**src/rtl/nand_cpu_pkg.sv**
```systemverilog
// Shared types for the memory arbiter: FSM state encoding, transaction owner,
// and the width of the optional wait-cycle statistics counters.
package nand_cpu_pkg;

  typedef enum logic [1:0] {
    ARB_IDLE,
    ARB_ISSUE,
    ARB_WAIT,
    ARB_RESP
  } arb_state_t;

  typedef enum logic {
    OWN_I,
    OWN_D
  } arb_owner_t;

  localparam int unsigned STAT_W = 16;

endpackage

```
**src/rtl/mem_arb_priority.sv**
```systemverilog
// Winner select for the memory arbiter: D-cache wins by default, but after
// MAX_D_STREAK consecutive D grants taken over a waiting I-cache, I is forced.
import nand_cpu_pkg::*;

module mem_arb_priority #(
  parameter int MAX_D_STREAK = 4
) (
  input  logic       clk,
  input  logic       rst,
  input  logic       i_req,
  input  logic       d_req,
  input  logic       take,
  output arb_owner_t winner
);

  localparam int SW = $clog2(MAX_D_STREAK + 1);
  localparam logic [SW-1:0] STREAK_MAX = SW'(MAX_D_STREAK);

  logic [SW-1:0] streak;

  always_comb begin
    winner = OWN_I;
    if (d_req && (!i_req || (streak < STREAK_MAX))) winner = OWN_D;
  end

  // Streak only grows while I is actually being passed over; it cannot exceed
  // STREAK_MAX because at that value the winner is forced to I.
  always_ff @(posedge clk or posedge rst) begin
    if (rst) begin
      streak <= '0;
    end else if (take) begin
      if ((winner == OWN_D) && i_req) streak <= streak + 1'b1;
      else                            streak <= '0;
    end
  end

endmodule

```
**src/rtl/mem_arbiter.sv**
```systemverilog
// Serialises I-cache line fills and D-cache fills/writebacks onto one memory port.
// Optional build macro MEM_ARB_STATS_EN adds saturating per-requester wait-cycle counters.
import nand_cpu_pkg::*;

module mem_arbiter #(
  parameter int ADDR_W       = 16,
  parameter int LINE_W       = 64,
  parameter int MAX_D_STREAK = 4
) (
  input  logic              clk,
  input  logic              rst,
  input  logic              i_req,
  input  logic [ADDR_W-1:0] i_addr,
  output logic              i_gnt,
  output logic              i_rvalid,
  output logic [LINE_W-1:0] i_rdata,
  input  logic              d_req,
  input  logic              d_we,
  input  logic [ADDR_W-1:0] d_addr,
  input  logic [LINE_W-1:0] d_wdata,
  output logic              d_gnt,
  output logic              d_rvalid,
  output logic [LINE_W-1:0] d_rdata,
  output logic              mem_req,
  output logic              mem_we,
  output logic [ADDR_W-1:0] mem_addr,
  output logic [LINE_W-1:0] mem_wdata,
  input  logic              mem_ready,
  input  logic              mem_rvalid,
  input  logic [LINE_W-1:0] mem_rdata,
  output logic              busy
`ifdef MEM_ARB_STATS_EN
  ,
  output logic [STAT_W-1:0] i_wait_cycles,
  output logic [STAT_W-1:0] d_wait_cycles
`endif
);

  arb_state_t state;
  arb_owner_t owner;
  arb_owner_t winner;
  logic       we_q;
  logic       take;
  logic       resp_take;

  // Grants are only offered from IDLE and are held off while reset is asserted.
  assign take  = (state == ARB_IDLE) && (i_req || d_req) && !rst;
  assign i_gnt = take && (winner == OWN_I);
  assign d_gnt = take && (winner == OWN_D);

  // A zero-latency memory may accept and answer in the same ISSUE cycle.
  assign resp_take = ((state == ARB_ISSUE) && mem_ready && mem_rvalid) ||
                     ((state == ARB_WAIT) && mem_rvalid);

  mem_arb_priority #(
    .MAX_D_STREAK(MAX_D_STREAK)
  ) u_priority (
    .clk   (clk),
    .rst   (rst),
    .i_req (i_req),
    .d_req (d_req),
    .take  (take),
    .winner(winner)
  );

  always_ff @(posedge clk or posedge rst) begin
    if (rst) begin
      state     <= ARB_IDLE;
      owner     <= OWN_I;
      we_q      <= 1'b0;
      mem_req   <= 1'b0;
      mem_we    <= 1'b0;
      mem_addr  <= '0;
      mem_wdata <= '0;
      busy      <= 1'b0;
      i_rvalid  <= 1'b0;
      d_rvalid  <= 1'b0;
      i_rdata   <= '0;
      d_rdata   <= '0;
    end else begin
      i_rvalid <= 1'b0;
      d_rvalid <= 1'b0;

      unique case (state)
        ARB_IDLE: begin
          if (take) begin
            owner   <= winner;
            busy    <= 1'b1;
            mem_req <= 1'b1;
            state   <= ARB_ISSUE;
            if (winner == OWN_D) begin
              we_q      <= d_we;
              mem_we    <= d_we;
              mem_addr  <= d_addr;
              mem_wdata <= d_wdata;
            end else begin
              we_q      <= 1'b0;
              mem_we    <= 1'b0;
              mem_addr  <= i_addr;
              mem_wdata <= '0;
            end
          end
        end
        ARB_ISSUE: begin
          if (mem_ready) begin
            mem_req <= 1'b0;
            mem_we  <= 1'b0;
            state   <= mem_rvalid ? ARB_RESP : ARB_WAIT;
          end
        end
        ARB_WAIT: begin
          if (mem_rvalid) state <= ARB_RESP;
        end
        ARB_RESP: begin
          busy  <= 1'b0;
          state <= ARB_IDLE;
        end
      endcase

      // Write acks pulse d_rvalid but leave d_rdata holding the last fill.
      if (resp_take) begin
        if (owner == OWN_I) begin
          i_rvalid <= 1'b1;
          i_rdata  <= mem_rdata;
        end else begin
          d_rvalid <= 1'b1;
          if (!we_q) d_rdata <= mem_rdata;
        end
      end
    end
  end

`ifdef MEM_ARB_STATS_EN
  function automatic logic [STAT_W-1:0] sat_inc(input logic [STAT_W-1:0] v);
    return (&v) ? v : v + 1'b1;
  endfunction

  always_ff @(posedge clk or posedge rst) begin
    if (rst) begin
      i_wait_cycles <= '0;
      d_wait_cycles <= '0;
    end else begin
      if (i_req && !i_gnt) i_wait_cycles <= sat_inc(i_wait_cycles);
      if (d_req && !d_gnt) d_wait_cycles <= sat_inc(d_wait_cycles);
    end
  end
`endif

endmodule

```
**config.mk**
```make
export PLATFORM = sky130hd
export DESIGN_NAME = mem_arbiter
export DESIGN_NICKNAME = d
export VERILOG_FILES = /design/src/rtl/nand_cpu_pkg.sv /design/src/rtl/mem_arb_priority.sv /design/src/rtl/mem_arbiter.sv
export SDC_FILE = /design/constraint.sdc
export NUM_CORES = 1
export LEC_CHECK = 0
export BUFFER_PORTS_ARGS = -buffer_cell sky130_fd_sc_hd__buf_4
export CORE_AREA = 8 8 144 146
export DETAILED_ROUTE_END_ITERATION = 7
export DIE_AREA = 0 0 152 154
export PLACE_DENSITY = 0.8
export SLEW_MARGIN = 20
export SYNTH_ARGS = -nofsm -noshare
export SYNTH_HDL_FRONTEND = slang
export SYNTH_SLANG_ARGS = --single-unit
```
**constraint.sdc**
```tcl
create_clock -name clk -period 13.3 [get_ports clk]
set_clock_uncertainty 0.15 [all_clocks]
set_input_delay 0 -clock clk [delete_from_list [all_inputs] [get_ports clk]]
set_output_delay 0 -clock clk [all_outputs]
set_load 0.005 [all_outputs]
```
==> results.toml <==
[timing]
layout_setup_ws_ns = 9.71
setup_tns_ns = 0
period_share_pct = 27.0
setup_viol = 0
slew_viol_final = 0
maxSlewHeadroom_pct = 33.8
hold_viol_final = 0
rsz0062_at_grt = "no"
worstMarginPinSlew_ns = 0.993
max_freq_mhz = 279
min_period_ns = 3.59

[die]
ioPinCount = 382
core_um2 = 18500
dieArea_um2 = 23400
num_rows = 50
dieWidth_um = 152
die_h_um = 154
start_util_pct = 47.2

[placed_design]
post-dp-hpwl_um = 19100
pre_cts_ws_ns = 10.34
placement.io_buffers = 381
dp.cells = 1112
gp_congestion = 0.856

[synth]
async_flop_share_pct = 100
synth_compound_area_share_pct = 11.0
synth-adder-area-share_pct = 0.862
synth_xor_area_share_pct = 0
synth_common_cells = "dfrtp_1 (220), mux2_2 (70), a22o_1 (68)"
yosys-top-cells-area = "dfrtp_1 (63%), mux2_4 (10%), mux2_2 (9.1%)"
syn-num-nets = 701
synth_simple_gate_area_share_pct = 1.48
synth_edf_count = 0
synth_ff_type = "dfrtp_1"
synthDistinctLibCells = 33
yosys_warnings = 0
yosysTopAreaCell = "dfrtp_1"
ys_seq_elements = 220
ys_seq_area_share_pct = 63.2
synth_most_common_cell = "dfrtp_1"
syn_inst = 528
synth_top_area_share_pct = 63.2
avgSynthCellArea_um2 = 16.5
synth.area.mux_share_pct = 19.6
synthesis.area_um2 = 8710
synth_top_family_by_area = "multiplexers"

[setup_path]
slowest_stage = "buf_4"
crit_arrival_ns = 3.87
end_kind = "flop"
r2r_cells = 7
crit_path_start = "state[0]"
slowest_delay_ns = 0.66
cp-endpoint = "mem_addr[3]"
crit_family = "buffers and inverters"
start_kind = "flop"
rrSetupSlack_ns = 9.71
cp.required_ns = 13.59
worstPathBufferInverterCount = 3
reg2reg_to = "mem_addr[3]"
crit_type = "reg -> reg"
cp_cell_sequence = "inv_1 > ha_1 > and2b_1 > and3_2 > buf_4 > a221o_1 > dlygate4sd3_1"
reg2reg_from = "state[0]"
path_max_fanout = 72
worst-path-stages = 7

[drt]
avgRoutedWirePerCell_um = 24.3
drtIter0Drc = 315
wl_um = 32400
firstDrtPassIters = 4
num_vias = 7116
drc = 0
ant_nets = 0
via_per_inst = 5.33

[flow_run]
maxCapViolCount = 0

[global_route]
grt_pass1_vias = 7994
antenna_found_initial = 2
grt_overflow = 0
grt_start_max_net_pins = 144
grt_pass1_wl_um = 49200
grt_use_total_pct = 26.7

[clocking]
numCtsBuffers = 24
clkSinkCount = 220
cts_htree_levels = 1
cts_tree = "yes"
cts_buffer_depth = 3
path_clk_slew_ns = 0.06
root_buffer = "clkbuf_16"
post_cts.repair.setup_buffers = 0
clk_latency_ns = 0.50

[finish]
area_growth_pct = 63.7
finalNetCount = 1256
utilization_pct = 77.2
fin_cells = 1336
drive_above_1_share_pct = 51.1

[outcome]
status = "finished clean"

[pwr]
power_density_nw_per_um2 = 227
power.total_mw = 3.24
ir_drop_uv = 124
p_leak_nw = 7.14

[worst_hold_path]
min-delay-start = "d_wdata[59]"
min_path_type = "in -> reg"
## per-stage QoR
stage          area, um^2  hold WS, ns
4_1_cts             14200       0.0618
6_report            14300       0.0940
5_1_grt             14300       0.0934
2_1_floorplan        8710      -0.0175
3_5_place_dp        11600       0.0698
3_3_place_gp        11600       0.0661
## sequential cells by signal, indices dropped and copies added, names as in the netlist
signal             cells
mem_we                 1
busy                   1
d_rvalid               1
u_priority.streak      3
mem_req                1
mem_wdata             64
mem_addr              16
d_rdata               64
i_rvalid               1
owner                  1
i_rdata               64
state                  2
we_q                   1
## cell families after synthesis
family                   Yosys count
AO/OA/AOI/OAI                    110
flip-flops                       220
multiplexers                     132
adder cells (fa/ha/maj)            6
buffers and inverters             41
AND/OR/NAND/NOR                   19
## power breakdown
group	internal, mW	switching, mW	leakage (nW)
registers	0.984	0.214	2.71
clock network	0.415	0.273	0.404
logic	0.847	0.504	4.02
total	2.25	0.990	7.14
## tightest hold or removal path, delay by kind of cell
family | cells | cell delay [ns]
AOI/OAI and AO/OA | 1 | 0.11
buffers and inverters | 2 | 0.62
## area by class of cell
class / count / area, um^2
Clock buffer: 32 / 671
Sequential cell: 220 / 5510
Fill cell: 989 / 4200
Clock inverter: 11 / 150
Tap cell: 234 / 293
Timing Repair Buffer: 565 / 4710
Inverter: 5 / 26.3
Antenna cell: 2 / 5.00
Multi-Input combinational cell: 267 / 2890
## per-layer routing
metal  share of wire, %  track usage (%)  vias to the layer above  routed length (um)
met5                  0                0                        -                   0
met4                3.8             11.5                        0                1240
met3                7.7             7.43                       72                2490
met2                 51             47.2                      385               16600
met1                 37             29.8                     3583               12100
li1                   -                -                     3076                   -
## how the worst min path moves through the flow
stage	slack, ns	to	depth (start not counted)
2_1_floorplan	-0.02	mem_wdata[34]	1
3_3_place_gp	0.07	mem_wdata[20]	2
3_5_place_dp	0.07	mem_wdata[60]	2
4_1_cts	0.06	mem_wdata[59]	3
5_1_grt	0.09	mem_wdata[48]	3
6_report	0.09	mem_wdata[59]	3
## repair_timing
item	in CTS	in global routing
endpoints found under the hold margin	360	0
hold buffers	178	0
gates resized for setup	0	0
## placed cells by master, fill, tap and decap left out, types with 2 or more instances in the layout
cell / Yosys / layout
nand2_1: 3 / 3
clkbuf_16: 0 / 24
diode_2: 0 / 2
and3b_1: 2 / 2
nor2b_1: 3 / 3
inv_8: 0 / 2
ha_1: 6 / 6
a221o_1: 17 / 17
a21o_1: 2 / 2
bufinv_16: 0 / 3
mux2i_1: 2 / 2
clkinv_2: 0 / 5
buf_4: 2 / 386
inv_1: 5 / 4
and2b_1: 2 / 2
a21boi_0: 16 / 16
dlygate4sd3_1: 0 / 178
a22o_1: 68 / 68
mux2_4: 60 / 60
nand2b_1: 2 / 2
mux2_2: 70 / 70
clkbuf_8: 0 / 4
dfrtp_1: 220 / 220
clkbuf_1: 6 / 4
Note: power is estimated with default switching activity, not from simulation.
